<file path="src/rtl/pipelined_addsub_if.sv">
// Valid/ready stream bundle for pipelined_addsub: operation in, result and flags out.
interface pipelined_addsub_if #(
  parameter int WIDTH = 32
);
  logic             in_valid;
  logic             in_ready;
  logic [WIDTH-1:0] a;
  logic [WIDTH-1:0] b;
  logic             cin;
  logic             sub;
  logic             out_valid;
  logic             out_ready;
  logic [WIDTH-1:0] sum;
  logic             cout;
  logic             ovf;

  modport master (
    output in_valid, a, b, cin, sub, out_ready,
    input  in_ready, out_valid, sum, cout, ovf
  );

  modport slave (
    input  in_valid, a, b, cin, sub, out_ready,
    output in_ready, out_valid, sum, cout, ovf
  );
endinterface

</file>
<file path="src/rtl/pipelined_addsub.sv">
// Pipelined add/subtract, one WIDTH/STAGES carry slice per stage, valid/ready per stage.
// Optional saturation of overflowed results: define PIPELINED_ADDSUB_SAT_EN.
module pipelined_addsub #(
  parameter int WIDTH  = 32,
  parameter int STAGES = 4
) (
  input logic              clk,
  input logic              rst_n,
  pipelined_addsub_if.slave bus
);
  localparam int SW  = WIDTH / STAGES;
  localparam int MSB = WIDTH - 1;

  if ((WIDTH % STAGES) != 0 || STAGES < 1 || STAGES > WIDTH) begin : g_bad_cfg
    $error("pipelined_addsub: WIDTH must be a multiple of STAGES, 1 <= STAGES <= WIDTH");
  end

  // a/b carry the still-unconsumed upper slices, s the completed lower slices,
  // c the carry into the next slice, o the overflow flag (last stage only).
  typedef struct packed {
    logic [WIDTH-1:0] a;
    logic [WIDTH-1:0] b;
    logic [WIDTH-1:0] s;
    logic             c;
    logic             o;
  } stage_t;

  stage_t            st_q [STAGES];
  stage_t            st_d [STAGES];
  stage_t            src  [STAGES];
  logic [STAGES-1:0] v_q, v_d, load, upv;
  logic [SW:0]       slice;

  always_comb begin
    // NOTE: every variable gets a default at the top so no path leaves it unassigned (no latch).
    src[0].a = bus.a;
    src[0].b = bus.sub ? ~bus.b : bus.b;
    src[0].s = '0;
    src[0].c = bus.sub ^ bus.cin;
    src[0].o = 1'b0;
    upv[0]   = bus.in_valid;
    for (int k = 1; k < STAGES; k++) begin
      src[k] = st_q[k-1];
      upv[k] = v_q[k-1];
    end

    // A stage can load if it or any stage downstream of it is empty, or the output drains.
    for (int k = 0; k < STAGES; k++) begin
      load[k] = bus.out_ready;
      for (int j = k; j < STAGES; j++) begin
        if (!v_q[j]) load[k] = 1'b1;
      end
    end

    slice = '0;
    for (int k = 0; k < STAGES; k++) begin
      st_d[k] = st_q[k];
      v_d[k]  = load[k] ? upv[k] : v_q[k];
      slice   = {1'b0, src[k].a[k*SW +: SW]} + {1'b0, src[k].b[k*SW +: SW]}
              + {{SW{1'b0}}, src[k].c};
      if (load[k] && upv[k]) begin
        st_d[k]                = src[k];
        st_d[k].s[k*SW +: SW]  = slice[SW-1:0];
        st_d[k].c              = slice[SW];
      end
    end

    if (load[STAGES-1] && upv[STAGES-1]) begin
      st_d[STAGES-1].o = (src[STAGES-1].a[MSB] == src[STAGES-1].b[MSB]) &&
                         (st_d[STAGES-1].s[MSB] != src[STAGES-1].a[MSB]);
`ifdef PIPELINED_ADDSUB_SAT_EN
      if (st_d[STAGES-1].o) begin
        st_d[STAGES-1].s = src[STAGES-1].a[MSB] ? {1'b1, {(WIDTH-1){1'b0}}}
                                                : {1'b0, {(WIDTH-1){1'b1}}};
      end
`endif
    end
  end

  always_ff @(posedge clk or negedge rst_n) begin
    if (!rst_n) begin
      v_q <= '0;
      // NOTE: the datapath is reset too, because the last stage drives sum/cout/ovf,
      // which must read zero after reset.
      for (int k = 0; k < STAGES; k++) st_q[k] <= '0;
    end else begin
      v_q  <= v_d;
      st_q <= st_d;
    end
  end

  assign bus.in_ready  = rst_n && load[0];
  assign bus.out_valid = v_q[STAGES-1];
  assign bus.sum       = st_q[STAGES-1].s;
  assign bus.cout      = st_q[STAGES-1].c;
  assign bus.ovf       = st_q[STAGES-1].o;
endmodule

</file>
<file path="src/flat_wrapper.sv">
// flat-port wrapper written by rule: the top's interface ports become plain ports
module pipelined_addsub_flat 
#(
  parameter int WIDTH  = 32,
  parameter int STAGES = 4
)
  (clk, rst_n, bus_in_valid, bus_a, bus_b, bus_cin, bus_sub, bus_out_ready, bus_in_ready, bus_out_valid, bus_sum, bus_cout, bus_ovf);
  pipelined_addsub_if #(.WIDTH(WIDTH)) bus_i ();
  input logic clk;
  input logic rst_n;
  input wire logic [$bits(bus_i.in_valid)-1:0] bus_in_valid;
  input wire logic [$bits(bus_i.a)-1:0] bus_a;
  input wire logic [$bits(bus_i.b)-1:0] bus_b;
  input wire logic [$bits(bus_i.cin)-1:0] bus_cin;
  input wire logic [$bits(bus_i.sub)-1:0] bus_sub;
  input wire logic [$bits(bus_i.out_ready)-1:0] bus_out_ready;
  output wire logic [$bits(bus_i.in_ready)-1:0] bus_in_ready;
  output wire logic [$bits(bus_i.out_valid)-1:0] bus_out_valid;
  output wire logic [$bits(bus_i.sum)-1:0] bus_sum;
  output wire logic [$bits(bus_i.cout)-1:0] bus_cout;
  output wire logic [$bits(bus_i.ovf)-1:0] bus_ovf;
  assign bus_i.in_valid = bus_in_valid;
  assign bus_i.a = bus_a;
  assign bus_i.b = bus_b;
  assign bus_i.cin = bus_cin;
  assign bus_i.sub = bus_sub;
  assign bus_i.out_ready = bus_out_ready;
  assign bus_in_ready = bus_i.in_ready;
  assign bus_out_valid = bus_i.out_valid;
  assign bus_sum = bus_i.sum;
  assign bus_cout = bus_i.cout;
  assign bus_ovf = bus_i.ovf;
  pipelined_addsub #(.WIDTH(WIDTH), .STAGES(STAGES)) u_core (.clk(clk), .rst_n(rst_n), .bus(bus_i));
endmodule
</file>
<file path="config.mk">
export PLATFORM = sky130hd
export DESIGN_NAME = pipelined_addsub_flat
export DESIGN_NICKNAME = d
export VERILOG_FILES = /design/src/rtl/pipelined_addsub_if.sv /design/src/rtl/pipelined_addsub.sv /design/src/flat_wrapper.sv
export SDC_FILE = /design/constraint.sdc
export NUM_CORES = 1
export LEC_CHECK = 0
export BUFFER_PORTS_ARGS = -buffer_cell sky130_fd_sc_hd__buf_2
export CAP_MARGIN = 25
export CORE_MARGIN = 2
export CORE_UTILIZATION = 30
export CTS_CLUSTER_DIAMETER = 100
export DETAILED_ROUTE_END_ITERATION = 7
export PLACE_DENSITY_LB_ADDON = 0.2
export SLEW_MARGIN = 20
export SYNTH_ARGS = -nofsm -noshare
export SYNTH_HDL_FRONTEND = slang
export SYNTH_SLANG_ARGS = --single-unit
</file>
<file path="constraint.sdc">
create_clock -name clk -period 3.6 [get_ports clk]
set_input_delay 0.72 -clock clk [delete_from_list [all_inputs] [get_ports clk]]
set_output_delay 0.72 -clock clk [all_outputs]
set_load 0.02 [all_outputs]
</file>
==> flow_metrics.env <==
export IMPL_status="finished, final reports clean"
export IMPL_place_ws_ns=0.5626
export IMPL_start_util=0.3031
export IMPL_finalSetupTns_ns=0
export IMPL_worst_pin_slew_ns=0.8370
export IMPL_ir_drop_v=0.0003304
export IMPL_worstSetupPathType="input port to flip-flop"
export IMPL_worstPathRequired_ns=3.91
export IMPL_design_area_um2=9896
export IMPL_hold_path_class="input port to async pin"
export IMPL_power_density_nw_per_um2=747.9
export IMPL_vias=5041
export IMPL_wl_mm=16.51
export IMPL_nNetsFinal=865
export IMPL_placed_area_um2=9295
export IMPL_arrival_ns=2.86
export IMPL_insertion_delay_ns=0.42
export IMPL_setup_viol=0
export IMPL_antenna_left=0
export IMPL_drive_gt1_frac=0.3195
export IMPL_slew_headroom=0.4420
export IMPL_numCtsBuffers=17
export IMPL_maxSlewViolCount=0
export IMPL_yosys_area_top_type="dfrtp_1"
export IMPL_die_x_um=171.3
export IMPL_critPathBufInv=1
export IMPL_leakagePower_nw=4.433
export IMPL_grt_ovfl_total=0
export IMPL_track_usage=0.1235
export IMPL_fin_skew_ns=0.009500
export IMPL_maxCapViolations=0
export IMPL_avgRoutedWirePerCell_um=14.37
export IMPL_crit_chain="buf_2 -> xor2_1 -> fa_1 -> fa_1 -> a211oi_1 -> o21ai_0 -> and3_1 -> o21ai_0 -> a21oi_1"
export IMPL_synth_cell_area_um2=8398
export IMPL_synth_edff_count=0
export IMPL_synth_cell_types=41
export IMPL_max_stage_delay_ns=0.49
export IMPL_fin_crit_sh=0.7095
export IMPL_post_route_min_period_ns=2.554
export IMPL_antenna_found_initial=1
export IMPL_worstSetupEndpointType="flip-flop"
export IMPL_gp_congestion=0.7116
export IMPL_synth_ff_type="dfrtp_1"
export IMPL_cts_resized=0
export IMPL_cts_hold_buf=0
export IMPL_synth_warnings=0
export IMPL_worst_slack_ns=1.046
export IMPL_async_reset_ff_frac=1.000
export IMPL_grt_max_degree=66
export IMPL_core_rowCount=61
export IMPL_path_clk_slew_ns=0.07
export IMPL_synth_fp_nets=758
export IMPL_final_hold_violation_count=0
export IMPL_core_region_area_um2=27710
export IMPL_drtIter0Drc=234
export IMPL_yosys_top_cells_area="dfrtp_1, mux2_2, mux2_1"
export IMPL_root_buffer="clkbuf_16"
export IMPL_synth_seq_cells=185
export IMPL_synthCells=652
export IMPL_die_h_um=171.3
export IMPL_synth_top_area_share=0.5513
export IMPL_clock_path_buffers=2
export IMPL_crit_fanout=3
export IMPL_dpl_hpwl_mm=11.56
export IMPL_avgSynthCellArea_um2=12.88
export IMPL_postCtsSetupBuffers=0
export IMPL_io_buffers=105
export IMPL_synthToLayoutAreaGrowth_pct=17.83
export IMPL_fillers=2782
export IMPL_io_pins=106
export IMPL_tritoncts="built"
export IMPL_crit_family="adder cells"
export IMPL_clock_sinks=185
export IMPL_first_pass_iters=4
export IMPL_grt_pass1_vias=5244
export IMPL_drc=0
export IMPL_max_clock_freq_mhz=391.5
export IMPL_grt_pass1_wl_mm=28.18
export IMPL_fp_dieArea_um2=29350
export IMPL_cpMaxStageDelayCell="fa_1"
export IMPL_avgViaCountPerCell=4.387
export IMPL_synth_seq_area_share=0.5513
export IMPL_htree_levels=4
export IMPL_rsz0062_at_grt="no"
export IMPL_cp_start_kind="input port"
## cells by family after synthesis
group	after synthesis	share of synthesized area
fa+ha+maj	36	0.06079
xor+xnor	49	0.05110
flops	185	0.5513
mux	126	0.1690
compound gates	121	0.08418
simple gates	97	0.05408
buf+inv	38	0.02965
## worst paths after layout
| check | start | endpoint | slack (ns) | depth (start not counted) |
|---|---|---|---|---|
| max in group asynchronous | rst_n | u_core.src[4]$_DFFE_PN0P_ | 2.33 | 2 |
| min reg2reg | u_core.src[261]$_DFFE_PN0P_ | u_core.src[261]$_DFFE_PN0P_ | 0.47 | 2 |
| min | rst_n | u_core.src[14]$_DFFE_PN0P_ | 0.17 | 1 |
| min in group clk | u_core.src[261]$_DFFE_PN0P_ | u_core.src[261]$_DFFE_PN0P_ | 0.47 | 2 |
| max | bus_sub | u_core.src[197]$_DFFE_PN0P_ | 1.05 | 9 |
| max reg2reg | u_core.src[1]$_DFFE_PN0P_ | u_core.bus.sum[30]$_DFFE_PN0P_ | 1.26 | 8 |
## sequential cells by signal, summed over array words and instances, names as in the netlist
signal	flops
u_core.src	147
u_core.v_q	4
u_core.bus.ovf	1
u_core.bus.sum	32
u_core.bus.cout	1
## metrics by stage
stage	util	instances	hold WS, ns	total power (W)
floorplan	-	652	0.4244	0.004927
global placement	0.3355	1117	0.4598	0.005597
detailed placement	0.3355	1117	0.4650	0.005643
CTS	0.3561	1147	0.1521	0.007561
global route	0.3571	1148	0.1548	0.008027
finish	0.3572	1149	0.1701	0.007401
## area by class of cell
class                   instances  area [um2]  area share
inverters                      11       41.29    0.004172
repair buffers                115       654.4     0.06613
multi-input cells             429        3525      0.3562
diodes                          1       2.502   0.0002529
clock buffers                  17       425.4     0.04299
well taps                     378       473.0     0.04779
clock inverters                13       145.1     0.01467
flip-flops and latches        185        4629      0.4678
## power by group
group	switching [W]	internal [W]	total [W]	leakage, nW
Clock	0.000826	0.00103	0.00185	0.278
Sequential	0.000382	0.00280	0.00318	2.21
Combinational	0.00124	0.00113	0.00237	1.95
## cells in the mapped netlist, drive strengths merged (5+ instances only)
master	instances
a211oi	10
a21o	5
a21oi	23
buf	24
dfrtp	185
fa	8
ha	28
inv	11
mux2	126
nand2	57
nand2b	8
nor2	18
o21ai	60
o31ai	10
xnor2	24
xor2	25
## layout by cell type (no fill, tap or decap), types with 3 or more instances in the layout
| cell type | instances |
|---|---|
| mux2_1 | 33 |
| nand2b_1 | 8 |
| a21oi_1 | 23 |
| a21o_1 | 5 |
| dfrtp_1 | 185 |
| xnor2_1 | 24 |
| o21a_1 | 3 |
| o211ai_1 | 3 |
| inv_1 | 11 |
| a211oi_1 | 10 |
| inv_6 | 4 |
| and2_1 | 3 |
| nor2_1 | 18 |
| o31ai_1 | 10 |
| xor2_1 | 25 |
| clkbuf_16 | 17 |
| fa_1 | 8 |
| o21ai_1 | 7 |
| nand2_2 | 3 |
| mux2_2 | 93 |
| buf_4 | 7 |
| o21ai_0 | 53 |
| nor2b_1 | 3 |
| nand2_1 | 52 |
| ha_1 | 28 |
| buf_2 | 104 |
| clkinv_2 | 3 |
## metal layers
metal / up-vias / track usage / share of wire
met2: 67 / 0.1930 / 0.46
met1: 2460 / 0.1696 / 0.49
met5: - / 0 / 0
met3: 9 / 0.03083 / 0.034
met4: 0 / 0.03648 / 0.010
li1: 2505 / - / -
Note: power is estimated with default switching activity, not from simulation.
